===== config.mk =====
export PLATFORM = sky130hd
export DESIGN_NAME = aes_v3_mix_iter
export DESIGN_NICKNAME = d
export VERILOG_FILES = /design/src/rtl/aes_mix_pkg.sv /design/src/rtl/aes_mix_byte.sv /design/src/rtl/aes_v3_mix_iter.sv
export SDC_FILE = /design/constraint.sdc
export NUM_CORES = 1
export LEC_CHECK = 0
export CAP_MARGIN = 40
export CORE_ASPECT_RATIO = 1.2
export CORE_MARGIN = 2
export CORE_UTILIZATION = 47
export DETAILED_ROUTE_END_ITERATION = 10
export GPL_ROUTABILITY_DRIVEN = 0
export MAX_ROUTING_LAYER = met4
export PLACE_DENSITY = 0.78
export SYNTH_ARGS = -nofsm -noshare
export SYNTH_HDL_FRONTEND = slang
export SYNTH_HIERARCHICAL = 1
export SYNTH_SLANG_ARGS = --single-unit
export TNS_END_PERCENT = 50

===== constraint.sdc =====
create_clock -name clock -period 2.8 [get_ports clock]
set_input_delay 0.56 -clock clock [delete_from_list [all_inputs] [get_ports clock]]
set_output_delay 0.56 -clock clock [all_outputs]
set_load 0.01 [all_outputs]

===== src/rtl/aes_mix_pkg.sv =====
// Shared definitions for the iterative AES MixColumns unit.
//   - FSM state encoding
//   - GF(2^8) helpers: xtime2 (multiply by 2, reduction 0x1b) and xtimeN
//   - MixColumns coefficient rows, element j multiplies column byte (i+j) mod 4
//   - step counter width helper
package aes_mix_pkg;

    typedef enum logic [1:0] {
        IDLE = 2'd0,
        BUSY = 2'd1,
        DONE = 2'd2
    } state_t;

    // Row coefficients indexed by rotation offset j: [0] applies to c_i, [3] to c_(i+3)
    localparam logic [3:0][7:0] FWD_COEF = {8'h01, 8'h01, 8'h03, 8'h02};
    localparam logic [3:0][7:0] INV_COEF = {8'h09, 8'h0d, 8'h0b, 8'h0e};

    function automatic logic [7:0] xtime2(input logic [7:0] b);
        return {b[6:0], 1'b0} ^ (b[7] ? 8'h1b : 8'h00);
    endfunction

    // Multiply b by an arbitrary constant n via repeated doubling
    function automatic logic [7:0] xtimeN(input logic [7:0] b, input logic [7:0] n);
        logic [7:0] acc;
        logic [7:0] p;
        acc = '0;
        p   = b;
        for (int unsigned i = 0; i < 8; i++) begin
            if (n[i]) acc = acc ^ p;
            p = xtime2(p);
        end
        return acc;
    endfunction

    function automatic int unsigned step_width(input int unsigned nstep);
        return (nstep > 1) ? $clog2(nstep) : 1;
    endfunction

endpackage


===== src/rtl/aes_mix_byte.sv =====
// One output byte of a forward or inverse MixColumns column.
//   col      : packed column {c3,c2,c1,c0}
//   enc      : 1 = forward, 0 = inverse
//   idx      : output byte index i (0..3)
//   out_byte : o_i = sum_j coef[j] * c_((i+j) mod 4)
module aes_mix_byte
    import aes_mix_pkg::*;
(
    input  logic [31:0] col,
    input  logic        enc,
    input  logic [1:0]  idx,
    output logic [7:0]  out_byte
);

    always_comb begin
        logic [1:0] sel;
        logic [7:0] coef;
        sel      = '0;
        coef     = '0;
        out_byte = '0;
        for (int unsigned j = 0; j < 4; j++) begin
            sel      = idx + 2'(j);
            coef     = enc ? FWD_COEF[j] : INV_COEF[j];
            out_byte = out_byte ^ xtimeN(col[{sel, 3'b000} +: 8], coef);
        end
    end

endmodule


===== src/rtl/aes_v3_mix_iter.sv =====
// Iterative AES MixColumns unit behind a valid/ready handshake.
// Captures a column, computes BPC result bytes per cycle over NSTEP cycles,
// then pulses ready for one cycle with the full result.
//   clock, reset (async active-low), flush/flush_data (sync scrub)
//   valid : request, held until ready
//   rs1   : byte0 = rs1[7:0], byte1 = rs1[15:8]
//   rs2   : byte2 = rs2[23:16], byte3 = rs2[31:24]
//   enc   : 1 = forward, 0 = inverse
//   ready : one-cycle completion pulse
//   result: {o3,o2,o1,o0} during ready, zero otherwise
module aes_v3_mix_iter
    import aes_mix_pkg::*;
#(
    parameter int unsigned BPC = 1
) (
    input  logic        clock,
    input  logic        reset,
    input  logic        flush,
    input  logic [31:0] flush_data,
    input  logic        valid,
    input  logic [31:0] rs1,
    input  logic [31:0] rs2,
    input  logic        enc,
    output logic        ready,
    output logic [31:0] result
);

    localparam int unsigned NSTEP = 4 / BPC;
    localparam int unsigned SW    = step_width(NSTEP);

    if (!(BPC == 1 || BPC == 2 || BPC == 4)) begin : g_bad_bpc
        $error("aes_v3_mix_iter: BPC must be 1, 2 or 4");
    end

    state_t          state_q, state_d;
    logic [SW-1:0]   step_q;
    logic [31:0]     op_q;
    logic            enc_q;
    logic [31:0]     res_q;

    logic [1:0]      lane_idx [BPC];
    logic [7:0]      lane_out [BPC];

    // Only the two low bytes of rs1 and two high bytes of rs2 carry operands
    logic            unused_operand_bits;
    assign unused_operand_bits = ^{rs1[31:16], rs2[15:0]};

    for (genvar l = 0; l < BPC; l++) begin : g_lane
        assign lane_idx[l] = 2'(step_q * BPC + l);
        aes_mix_byte u_byte (
            .col      (op_q),
            .enc      (enc_q),
            .idx      (lane_idx[l]),
            .out_byte (lane_out[l])
        );
    end

    always_ff @(posedge clock or negedge reset) begin
        if (!reset) begin
            state_q <= IDLE;
        end else begin
            state_q <= state_d;
        end
    end

    always_comb begin
        state_d = state_q;
        ready   = 1'b0;
        case (state_q)
            IDLE: if (valid) state_d = BUSY;
            BUSY: begin
                if (!valid)                         state_d = IDLE;
                else if (step_q == SW'(NSTEP - 1)) state_d = DONE;
            end
            DONE: begin
                ready   = 1'b1;
                state_d = IDLE;
            end
            default: state_d = IDLE;
        endcase
        if (flush) state_d = IDLE;
    end

    always_ff @(posedge clock or negedge reset) begin
        if (!reset) begin
            step_q <= '0;
            op_q   <= '0;
            enc_q  <= 1'b0;
            res_q  <= '0;
        end else if (flush) begin
            step_q <= '0;
            op_q   <= flush_data;
            enc_q  <= 1'b0;
            res_q  <= flush_data;
        end else begin
            case (state_q)
                IDLE: if (valid) begin
                    op_q   <= {rs2[31:16], rs1[15:0]};
                    enc_q  <= enc;
                    step_q <= '0;
                end
                BUSY: begin
                    if (!valid) begin
                        res_q  <= '0;
                        step_q <= '0;
                    end else begin
                        for (int unsigned l = 0; l < BPC; l++) begin
                            res_q[{lane_idx[l], 3'b000} +: 8] <= lane_out[l];
                        end
                        step_q <= step_q + 1'b1;
                    end
                end
                default: ;
            endcase
        end
    end

    assign result = res_q & {32{ready}};

endmodule


==> results_dict.tcl, run 1 <==
set metrics [dict create \
    largest_fanout_on_the_critical_path 4 \
    irDropWorstVdd_mv 0.374 \
    postSynthNetCount 697 \
    critical_path.n_buffers_inverters 1 \
    layout_setup_ws_ps -63.8 \
    antenna_left 0 \
    num-nets-final 838 \
    synth.top_cells.by_area "sky130_fd_sc_hd__dfrtp_1 28%, sky130_fd_sc_hd__xnor2_1 9.5%, sky130_fd_sc_hd__mux2_4 9.3%" \
    synth_simple_gate_area_share 0.120 \
    dp.cells 881 \
    worst_slew_margin_rel 0.547 \
    worst-slew-pin-transition_ps 678 \
    timing.reg2reg.setup_slack_ps -60 \
    synth-edff-count 0 \
    tritoncts "built" \
    finalSetupViolCount 6 \
    status "finished, violations left" \
    reg_to_reg_critical_path_endpoint "res_q[4]$_DFFE_PN0P_" \
    ys.warnings.count 6 \
    startpoint_type "flip-flop" \
    clockBufferDepth 2 \
    final_slew_viol_count 0 \
    io_pins 134 \
    post-route-drc-count 0 \
    synth.ff_latch_count 69 \
    floorplan.core_area_um2 12700 \
    layout.cells.non_filler 899 \
    floorplan.die_area_um2 13900 \
    postCtsHoldBufs 0 \
    post_synth_top_area_share 0.282 \
    max_clock_freq_ghz 0.349 \
    yosys.cell_count.top_type "sky130_fd_sc_hd__dfrtp_1" \
    min_period_over_period 1.02 \
    fraction_of_synthesized_area_in_multiplexers 0.252 \
    maximum_level_of_the_cts_h_tree 3 \
    power-per-cell-area_nw_per_um2 637 \
    cts_sinks 69 \
    power_leakage_nw 3.59 \
    cell_by_cell_trace_of_the_critical_path "mux4_2 > xnor2_2 > xnor2_2 > xnor3_1 > xnor2_2 > nor2_2 > xnor2_2 > buf_4 > a41o_1 > mux2_4" \
    required_ps 3010 \
    area_growth_syn_to_layout_pct 33.9 \
    regToRegStartpoint "step_q[1]$_DFFE_PN0P_" \
    layout-drive-gt1-share 0.328 \
    synth_seq_area_share 0.282 \
    route.detailed.wl_per_inst_um 19.0 \
    die_w_um 108 \
    rsz0062_at_grt "true" \
    worstSetupEndpointType "flip-flop" \
    via_count_of_the_first_global_routing_pass 5302 \
    min_path_type "in2async" \
    synth-xor-area-share 0.164 \
    max_cap_violations 0 \
    dr_total_vias 5021 \
    clkLatencyLatePin_ps 330 \
    grt_antenna_before_repair 0 \
    crit_type "reg2reg" \
    die_h_um 129 \
    timing.critical_path.slowest_cell_delay_ps 560 \
    final-hold-violation-count 0 \
    core.rowCount 45 \
    dominantRegCellSynth "sky130_fd_sc_hd__dfrtp_1" \
    buffer_ports.inserted 101 \
    initialDrtViolationCount 303 \
    root_buffer "sky130_fd_sc_hd__clkbuf_16" \
    post_synth_most_frequent_cells "69 x sky130_fd_sc_hd__dfrtp_1, 66 x sky130_fd_sc_hd__xnor2_1, 48 x sky130_fd_sc_hd__and2_1, 47 x sky130_fd_sc_hd__mux2_2, 38 x sky130_fd_sc_hd__mux2_4" \
    grt-ovfl-total 0 \
    via_per_inst 5.59 \
    synth.distinct_cells 57 \
    grt_max_degree 70 \
    total_clock_buffers_created_by_cts 9 \
    synth_top_family_by_area "multiplexers" \
    postLayoutCellArea_um2 8180 \
    dpl.hpwl_mm 12.6 \
    synthesized_area_fraction_occupied_by_ao_oa_aoi_and_oai_cells 0.103 \
    initial_core_util 0.482 \
    ff2ff_path_depth 10 \
    failed_checks "setup timing" \
    finalWirelength_mm 17.1 \
    synth_area_leader_cell "sky130_fd_sc_hd__dfrtp_1" \
    grt_pass1_wl_mm 26.9 \
    post-layout-total-power_mw 5.21 \
    period_needed_ps 2860 \
    post_synth_fa_ha_maj_area_fraction 0.0123 \
    fin_skew_ps 6.69 \
    synth.cell_area_um2 6110 \
    netlist_instances 590 \
    postSynthAreaPerCell_um2 10.4 \
    crit_slowest_cell "sky130_fd_sc_hd__mux4_2" \
    placed_cell_area_um2 7630 \
    antenna_diode_count 0 \
    crit_path_frequent_cell "sky130_fd_sc_hd__xnor2_2" \
    gr-usage-all-layers 0.257 \
    crit_family "XOR/XNOR gates" \
    dr.pass1.iters 5 \
    worst_setup_hold_path_clk_slew_ps 50 \
    synth-async-reset-ratio 1.00 \
    critPathArrivalTime_ps 3080 \
]
[where the power goes]
| group | switching [mW] | total (mW) | internal, mW |
|---|---|---|---|
| registers | 0.123 | 1.26 | 1.13 |
| clock network | 0.414 | 1.08 | 0.665 |
| logic | 1.39 | 2.88 | 1.49 |
| total | 1.93 | 5.21 | 3.29 |
[how the worst max path moves through the flow]
| stage | from | end | cells after the start |
|---|---|---|---|
| after detailed placement | step_q[1]$_DFFE_PN0P_ | res_q[11]$_DFFE_PN0P_ | 12 |
| final | step_q[1]$_DFFE_PN0P_ | res_q[4]$_DFFE_PN0P_ | 10 |
| after global routing | step_q[0]$_DFFE_PN0P_ | res_q[11]$_DFFE_PN0P_ | 11 |
| after CTS | step_q[0]$_DFFE_PN0P_ | res_q[30]$_DFFE_PN0P_ | 11 |
| after global placement | step_q[1]$_DFFE_PN0P_ | res_q[11]$_DFFE_PN0P_ | 13 |
| after floorplan | step_q[0]$_DFFE_PN0P_ | res_q[27]$_DFFE_PN0P_ | 9 |
[state kept, by name (all words and copies together), names as in the netlist]
name and flops:
step_q 2, state_q 2, res_q 32, enc_q 1, op_q 32
[area by class of cell]
class | count | area (um^2)
multi-input cells | 445 | 4190
clock inverters | 3 | 20.0
well taps | 164 | 205
flip-flops and latches | 69 | 1730
fillers | 915 | 4490
inverters | 20 | 75.1
repair buffers | 186 | 1690
clock buffers | 12 | 267
[cells by family after synthesis]
family,after synthesis
AOI/OAI and AO/OA,89
xor gates and xnor gates,104
adders and majority gates,6
buffers and inverters,76
DFF,69
muxes,114
and+or+nand+nor,132
[placed cells by master, fill, tap and decap left out, types with 20 or more instances in the layout]
| master | count |
|---|---|
| sky130_fd_sc_hd__clkdlybuf4s50_1 | 99 |
| sky130_fd_sc_hd__buf_4 | 77 |
| sky130_fd_sc_hd__dfrtp_1 | 67 |
| sky130_fd_sc_hd__xnor2_1 | 58 |
| sky130_fd_sc_hd__and2_1 | 49 |
| sky130_fd_sc_hd__mux2_4 | 43 |
| sky130_fd_sc_hd__mux2_2 | 42 |
| sky130_fd_sc_hd__nand2_1 | 34 |
| sky130_fd_sc_hd__xor2_1 | 28 |
| sky130_fd_sc_hd__o21ai_0 | 22 |
| sky130_fd_sc_hd__inv_1 | 20 |
[through the flow]
stage	setup WS (ps)	utilization	hold slack (ps)	setup TNS, ps
after CTS	-62.4	0.632	255	-356
after floorplan	67.7	-	264	0
final	-63.8	0.646	230	-189
after detailed placement	-226	0.602	489	-2250
after global placement	-115	0.602	484	-938
after global routing	-142	0.646	259	-1580
[routing by layer]
layer	track usage	routed length, um	vias up
met4	0.0995	521	0
met1	0.299	6950	2480
met3	0.0319	748	45
met5	-	0	-
met2	0.450	8840	184
li1	-	-	2312
[repair_timing]
action | in CTS | in global routing
endpoints found under the setup margin | 22 | 23
gates resized for setup | 21 | 34
buffers inserted | 3 | 2
pin swaps | 3 | 5
(Power assumes the default switching activity.)
==> run 2, diff against run 1 <==
- ABC_AREA: default -> 1
- CORE_UTILIZATION: 47 -> 45
- PLACE_DENSITY: 0.78 -> 0.73
==> run 2 against run 1 <==
The flow now finishes without violations. Largest cell class unchanged. Synthesized cell count grew 120%. Sequential power about the same. Clock power up 11%. Wire length is 34% higher. Highest routed layer unchanged. Cell count is 80% higher. Via count grew 64%.
==> results_dict.tcl, run 2 <==
set metrics [dict create \
    period_needed_ps 2800 \
    synth-edff-count 0 \
    rsz0062_at_grt "true" \
    route.detailed.wl_per_inst_um 14.1 \
    grt_antenna_before_repair 0 \
    dpl.hpwl_mm 17.8 \
    dp_worst_setup_slack_ps -22.7 \
    post_synth_most_frequent_cells "583 x sky130_fd_sc_hd__nand2_1, 168 x sky130_fd_sc_hd__nand3_1, 154 x sky130_fd_sc_hd__nor2_1, 121 x sky130_fd_sc_hd__inv_1, 69 x sky130_fd_sc_hd__dfrtp_1" \
    worstSetupStartpoint "step_q[0]$_DFFE_PN0P_" \
    clockBufferDepth 2 \
    core.rowCount 50 \
    finalSetupViolCount 0 \
    grt_max_degree 43 \
    worstSetupEndpointType "flip-flop" \
    synth_area_leader_cell "sky130_fd_sc_hd__nand2_1" \
    layout-drive-gt1-share 0.121 \
    dr_total_vias 8243 \
    maximum_level_of_the_cts_h_tree 3 \
    startpoint_type "flip-flop" \
    final_slew_viol_count 0 \
    num-nets-final 1516 \
    irDropWorstVdd_mv 0.389 \
    post_synth_top_area_share 0.304 \
    floorplan.die_area_um2 17000 \
    total_clock_buffers_created_by_cts 9 \
    fin_skew_ps 7.93 \
    layout_common_cells "570 x sky130_fd_sc_hd__nand2_1, 168 x sky130_fd_sc_hd__nand3_1, 149 x sky130_fd_sc_hd__nor2_1, 118 x sky130_fd_sc_hd__inv_1, 100 x sky130_fd_sc_hd__clkdlybuf4s50_1" \
    synth_seq_area_share 0.240 \
    initialDrtViolationCount 626 \
    max_cap_violations 0 \
    netlist_instances 1294 \
    synth.ff_latch_count 69 \
    ys.warnings.count 6 \
    ff2ff_path_depth 20 \
    dr.pass1.iters 5 \
    cts_sinks 69 \
    layout.cells.non_filler 1622 \
    antenna_diode_count 0 \
    layout_setup_ws_ps 1.42 \
    grt_pass1_wl_mm 36.7 \
    worst_slew_margin_rel 0.520 \
    finalWirelength_mm 22.9 \
    max_clock_freq_ghz 0.357 \
    min_path_type "in2async" \
    antenna_left 0 \
    area_growth_syn_to_layout_pct 27.8 \
    via_count_of_the_first_global_routing_pass 7553 \
    power-per-cell-area_nw_per_um2 573 \
    dp.cells 1598 \
    synth.cell_area_um2 7190 \
    initial_core_util 0.460 \
    via_per_inst 5.08 \
    tritoncts "built" \
    timing.reg2reg.setup_slack_ps 1 \
    post-route-drc-count 0 \
    final-hold-violation-count 0 \
    dominantRegCellSynth "sky130_fd_sc_hd__dfrtp_1" \
    status "completed" \
    postSynthAreaPerCell_um2 5.55 \
    gr-usage-all-layers 0.277 \
    synth.top_cells.by_area "sky130_fd_sc_hd__nand2_1 30%, sky130_fd_sc_hd__dfrtp_1 24%, sky130_fd_sc_hd__nand3_1 12%" \
    power_leakage_nw 4.99 \
    required_ps 3030 \
    final_tns_setup_ps 0 \
    die_w_um 119 \
    yosys.cell_count.top_type "sky130_fd_sc_hd__nand2_1" \
    final_common_cell "sky130_fd_sc_hd__nand2_1" \
    worst_setup_hold_path_clk_slew_ps 60 \
    synth.distinct_cells 37 \
    largest_fanout_on_the_critical_path 13 \
    io_pins 134 \
    floorplan.core_area_um2 15600 \
    grt-ovfl-total 0 \
    critPathArrivalTime_ps 3030 \
    worst-slew-pin-transition_ps 720 \
    reg_to_reg_critical_path_endpoint "res_q[24]$_DFFE_PN0P_" \
    die_h_um 142 \
    postSynthNetCount 1401 \
    buffer_ports.inserted 101 \
    crit_type "reg2reg" \
    root_buffer "sky130_fd_sc_hd__clkbuf_16" \
    regToRegStartpoint "step_q[0]$_DFFE_PN0P_" \
    hold_ws_ps 275 \
    reg.largest.list "op_q: 32 flops, res_q: 32 flops" \
    clkLatencyLatePin_ps 340 \
    synth-async-reset-ratio 1.00 \
    min_period_over_period 0.999 \
]
run 2: per-stage QoR:
stage	cell area, um^2	util	power [mW]
5_1_grt	9180	0.587	5.62
2_1_floorplan	7190	-	2.97
3_5_place_dp	8550	0.546	3.80
4_1_cts	8910	0.570	5.04
3_3_place_gp	8550	0.546	3.76
6_report	9180	0.587	5.26
run 2: area by class of cell:
type	instances	area [um^2]
fillers	1568	6460
multi-input cells	1035	4830
flip-flops and latches	69	1730
repair buffers	155	1520
inverters	139	529
clock buffers	12	267
well taps	208	260
clock inverters	4	53.8
run 2: how the worst max path moves through the flow:
| stage | endpoint | depth (start not counted) |
|---|---|---|
| finish | res_q[24]$_DFFE_PN0P_ | 20 |
| global route | res_q[21]$_DFFE_PN0P_ | 23 |
| CTS | res_q[29]$_DFFE_PN0P_ | 21 |
| detailed placement | res_q[11]$_DFFE_PN0P_ | 23 |
| global placement | res_q[11]$_DFFE_PN0P_ | 23 |
| floorplan | res_q[23]$_DFFE_PN0P_ | 20 |
run 2: cells by family after synthesis:
logic type      count (synthesis)  share of synthesized area
simple gates                  954                      0.551
buf+inv                       192                      0.125
flops                          69                      0.240
compound gates                 49                     0.0418
xor+xnor                       24                     0.0313
fa+ha+maj                       6                     0.0104
run 2: where the power goes:
group          total, mW  switching (mW)  internal, mW  leakage (nW)
registers           1.25           0.118          1.13         0.844
logic               2.81            1.77          1.03          3.99
clock network       1.20           0.439         0.765         0.151
run 2: per-layer routing:
metal  routed length, um  GRT usage  vias up
li1                    -          -     4224
met1                9580      0.330     3709
met2               11300      0.475      243
met3                 996     0.0288       67
met4                 974      0.121        0
met5                   0          -        -
run 2: timing repair:
item / in CTS / in global routing
resized for setup: 9 / 51
hold buffers: 0 / 0
setup endpoints to repair: 14 / 32
pin swaps: 0 / 5
gates cloned: 0 / 2
setup buffers: 0 / 6
run 2: critical path, cell delays in order, from the launching register on:
cell,delay (ps)
sky130_fd_sc_hd__dfrtp_2,480
sky130_fd_sc_hd__buf_4,170
sky130_fd_sc_hd__nand2_2,80
sky130_fd_sc_hd__nand2_4,140
sky130_fd_sc_hd__buf_12,150
sky130_fd_sc_hd__nand2_1,50
sky130_fd_sc_hd__nand2_1,120
sky130_fd_sc_hd__nand2_1,90
sky130_fd_sc_hd__nand2_1,90
sky130_fd_sc_hd__nand2_1,50
sky130_fd_sc_hd__o21ai_1,170
sky130_fd_sc_hd__inv_1,70
sky130_fd_sc_hd__nand2_1,90
sky130_fd_sc_hd__nand3b_1,90
sky130_fd_sc_hd__nand2_1,110
sky130_fd_sc_hd__xor2_2,190
sky130_fd_sc_hd__inv_1,120
sky130_fd_sc_hd__nand2_2,150
sky130_fd_sc_hd__nor2_2,70
sky130_fd_sc_hd__nor2_1,130
sky130_fd_sc_hd__nor2_1,60
==> run 3, diff against run 2 <==
- ABC_AREA: 1 -> 0
- PLACE_DENSITY: 0.73 -> 0.75
==> run 3 against run 2 <==
The run now ends with setup timing left. Fmax fell by 6.8%. Power fell by 2.1%. Via count fell by 39%. Register-to-register slack got worse by 200 ps. Count of clock-buffer cells in the layout fell by 1. Worst setup slack got worse by 200 ps. Combinational power barely moved. Design area fell by 11%. Largest power group unchanged.
==> results_dict.tcl, run 3 (same netlist as run 1, synthesis figures left out) <==
set metrics [dict create \
    buffer_ports.inserted 101 \
    layout-drive-gt1-share 0.319 \
    reg.largest.list "op_q: 32 flops, res_q: 32 flops" \
    layout_setup_ws_ps -204 \
    finalSetupViolCount 17 \
    worst_setup_hold_path_clk_slew_ps 60 \
    critPathArrivalTime_ps 3280 \
    area_growth_syn_to_layout_pct 33.4 \
    post-route-drc-count 0 \
    floorplan.core_area_um2 13200 \
    initialDrtViolationCount 345 \
    timing.reg2reg.setup_slack_ps -200 \
    min_period_over_period 1.07 \
    final_core_util 0.616 \
    post-layout-total-power_mw 5.15 \
    worst-slew-pin-transition_ps 748 \
    grt_max_degree 45 \
    postCtsHoldBufs 0 \
    maximum_level_of_the_cts_h_tree 3 \
    dr.max_layer_used "met4" \
    max_clock_freq_ghz 0.333 \
    power_leakage_nw 3.59 \
    dpl.hpwl_mm 13.1 \
    antenna_diode_count 0 \
    postLayoutCellArea_um2 8150 \
    via_per_inst 5.56 \
    io_pins 134 \
    grt_pass1_wl_mm 28.1 \
    dr.pass1.iters 5 \
    route.detailed.wl_per_inst_um 19.7 \
    via_count_of_the_first_global_routing_pass 5323 \
    largest_fanout_on_the_critical_path 9 \
    required_ps 3080 \
    final-hold-violation-count 0 \
    final_common_cell "sky130_fd_sc_hd__clkdlybuf4s50_1" \
    final_slew_viol_count 0 \
    met1_length_mm 7.36 \
    grt_antenna_before_repair 0 \
    clkLatencyLatePin_ps 340 \
    route.met2.wl_mm 9.22 \
    worst_slew_margin_rel 0.501 \
    root_buffer "sky130_fd_sc_hd__clkbuf_16" \
    core.rowCount 46 \
    period_needed_ps 3000 \
    max_cap_violations 0 \
    worstSetupEndpointType "flip-flop" \
    gr-usage-all-layers 0.256 \
    die_h_um 132 \
    wl_met3_um 695 \
    min_path_type "in2async" \
    power-per-cell-area_nw_per_um2 631 \
    antenna_left 0 \
    failed_checks "setup timing" \
    rsz0062_at_grt "true" \
    startpoint_type "flip-flop" \
    grt-ovfl-total 0 \
    layout_common_cells "99 x sky130_fd_sc_hd__clkdlybuf4s50_1, 79 x sky130_fd_sc_hd__buf_4, 67 x sky130_fd_sc_hd__dfrtp_1, 59 x sky130_fd_sc_hd__xnor2_1, 49 x sky130_fd_sc_hd__and2_1" \
    tritoncts "built" \
    total_clock_buffers_created_by_cts 9 \
    num-nets-final 840 \
    status "finished, violations left" \
    dr_total_vias 5030 \
    crit_type "reg2reg" \
    initial_core_util 0.462 \
    finalWirelength_mm 17.9 \
    placed_cell_area_um2 7670 \
    cts_sinks 69 \
    clockBufferDepth 2 \
    die_w_um 110 \
    irDropWorstVdd_mv 0.401 \
    fin_skew_ps 5.29 \
    floorplan.die_area_um2 14500 \
]
==> run 3: cell count changes in the layout (fill, tap and decap cells not counted), sizes merged, moves of 11 or more <==
cell   delta
a41o     +16
and2     +49
buf      +34
inv     -118
mux2     +85
mux2i    +19
nand2   -572
nand3   -164
nor2    -136
o21ai    -11
xnor2    +60
xor2     +15
==> run 3: timing repair <==
item	in CTS	in global routing
resized for setup	28	23
endpoints found under the setup margin	25	21
buffers inserted	1	3
pin swaps	12	14
==> run 3: path summary, 6_finish.rpt <==
check                      cells past startpoint               endpoint                   from
max                                           11  res_q[19]$_DFFE_PN0P_  step_q[0]$_DFFE_PN0P_
min                                            1   res_q[9]$_DFFE_PN0P_                  reset
max reg2reg                                   11  res_q[19]$_DFFE_PN0P_  step_q[0]$_DFFE_PN0P_
min reg2reg                                    1  res_q[31]$_DFFE_PN0P_  res_q[31]$_DFFE_PN0P_
max in group asynchronous                      2  step_q[1]$_DFFE_PN0P_                  reset
min in group clock                             1  res_q[31]$_DFFE_PN0P_  res_q[31]$_DFFE_PN0P_
==> run 3: critical path, stage by stage (launching register included) <==
cell	delay [ps]
sky130_fd_sc_hd__dfrtp_2	480
sky130_fd_sc_hd__buf_4	200
sky130_fd_sc_hd__and2_1	250
sky130_fd_sc_hd__a221oi_1	390
sky130_fd_sc_hd__a21oi_2	80
sky130_fd_sc_hd__a221oi_2	260
sky130_fd_sc_hd__xor2_1	240
sky130_fd_sc_hd__xnor2_1	130
sky130_fd_sc_hd__xnor2_2	340
sky130_fd_sc_hd__nand2_1	90
sky130_fd_sc_hd__o31ai_1	250
sky130_fd_sc_hd__mux2_4	210
==> run 3: cell type report <==
type                    count  area [um^2]
well taps                 168          210
clock buffers              11          243
inverters                  20         75.1
multi-input cells         445         4150
flip-flops and latches     69         1730
repair buffers            188         1720
clock inverters             4         25.0
fillers                  1049         5080
==> run 3: through the flow <==
stage	hold WS [ps]	setup TNS, ps	std cells	setup WS (ps)
6_report	284	-1510	905	-204
5_1_grt	334	-3740	905	-348
4_1_cts	300	-751	903	-117
3_5_place_dp	489	-3660	888	-303
3_3_place_gp	483	-2020	888	-178
2_1_floorplan	264	0	590	67.7
==> run 3: layer usage <==
layer	vias to the layer above	track usage
li1	2326	-
met1	2482	0.308
met2	171	0.428
met3	51	0.0392
met4	0	0.0938
met5	-	-
==> run 3: report_power, final <==
group,internal [mW],switching [mW]
registers,1.13,0.127
clock network,0.615,0.430
logic,1.46,1.38
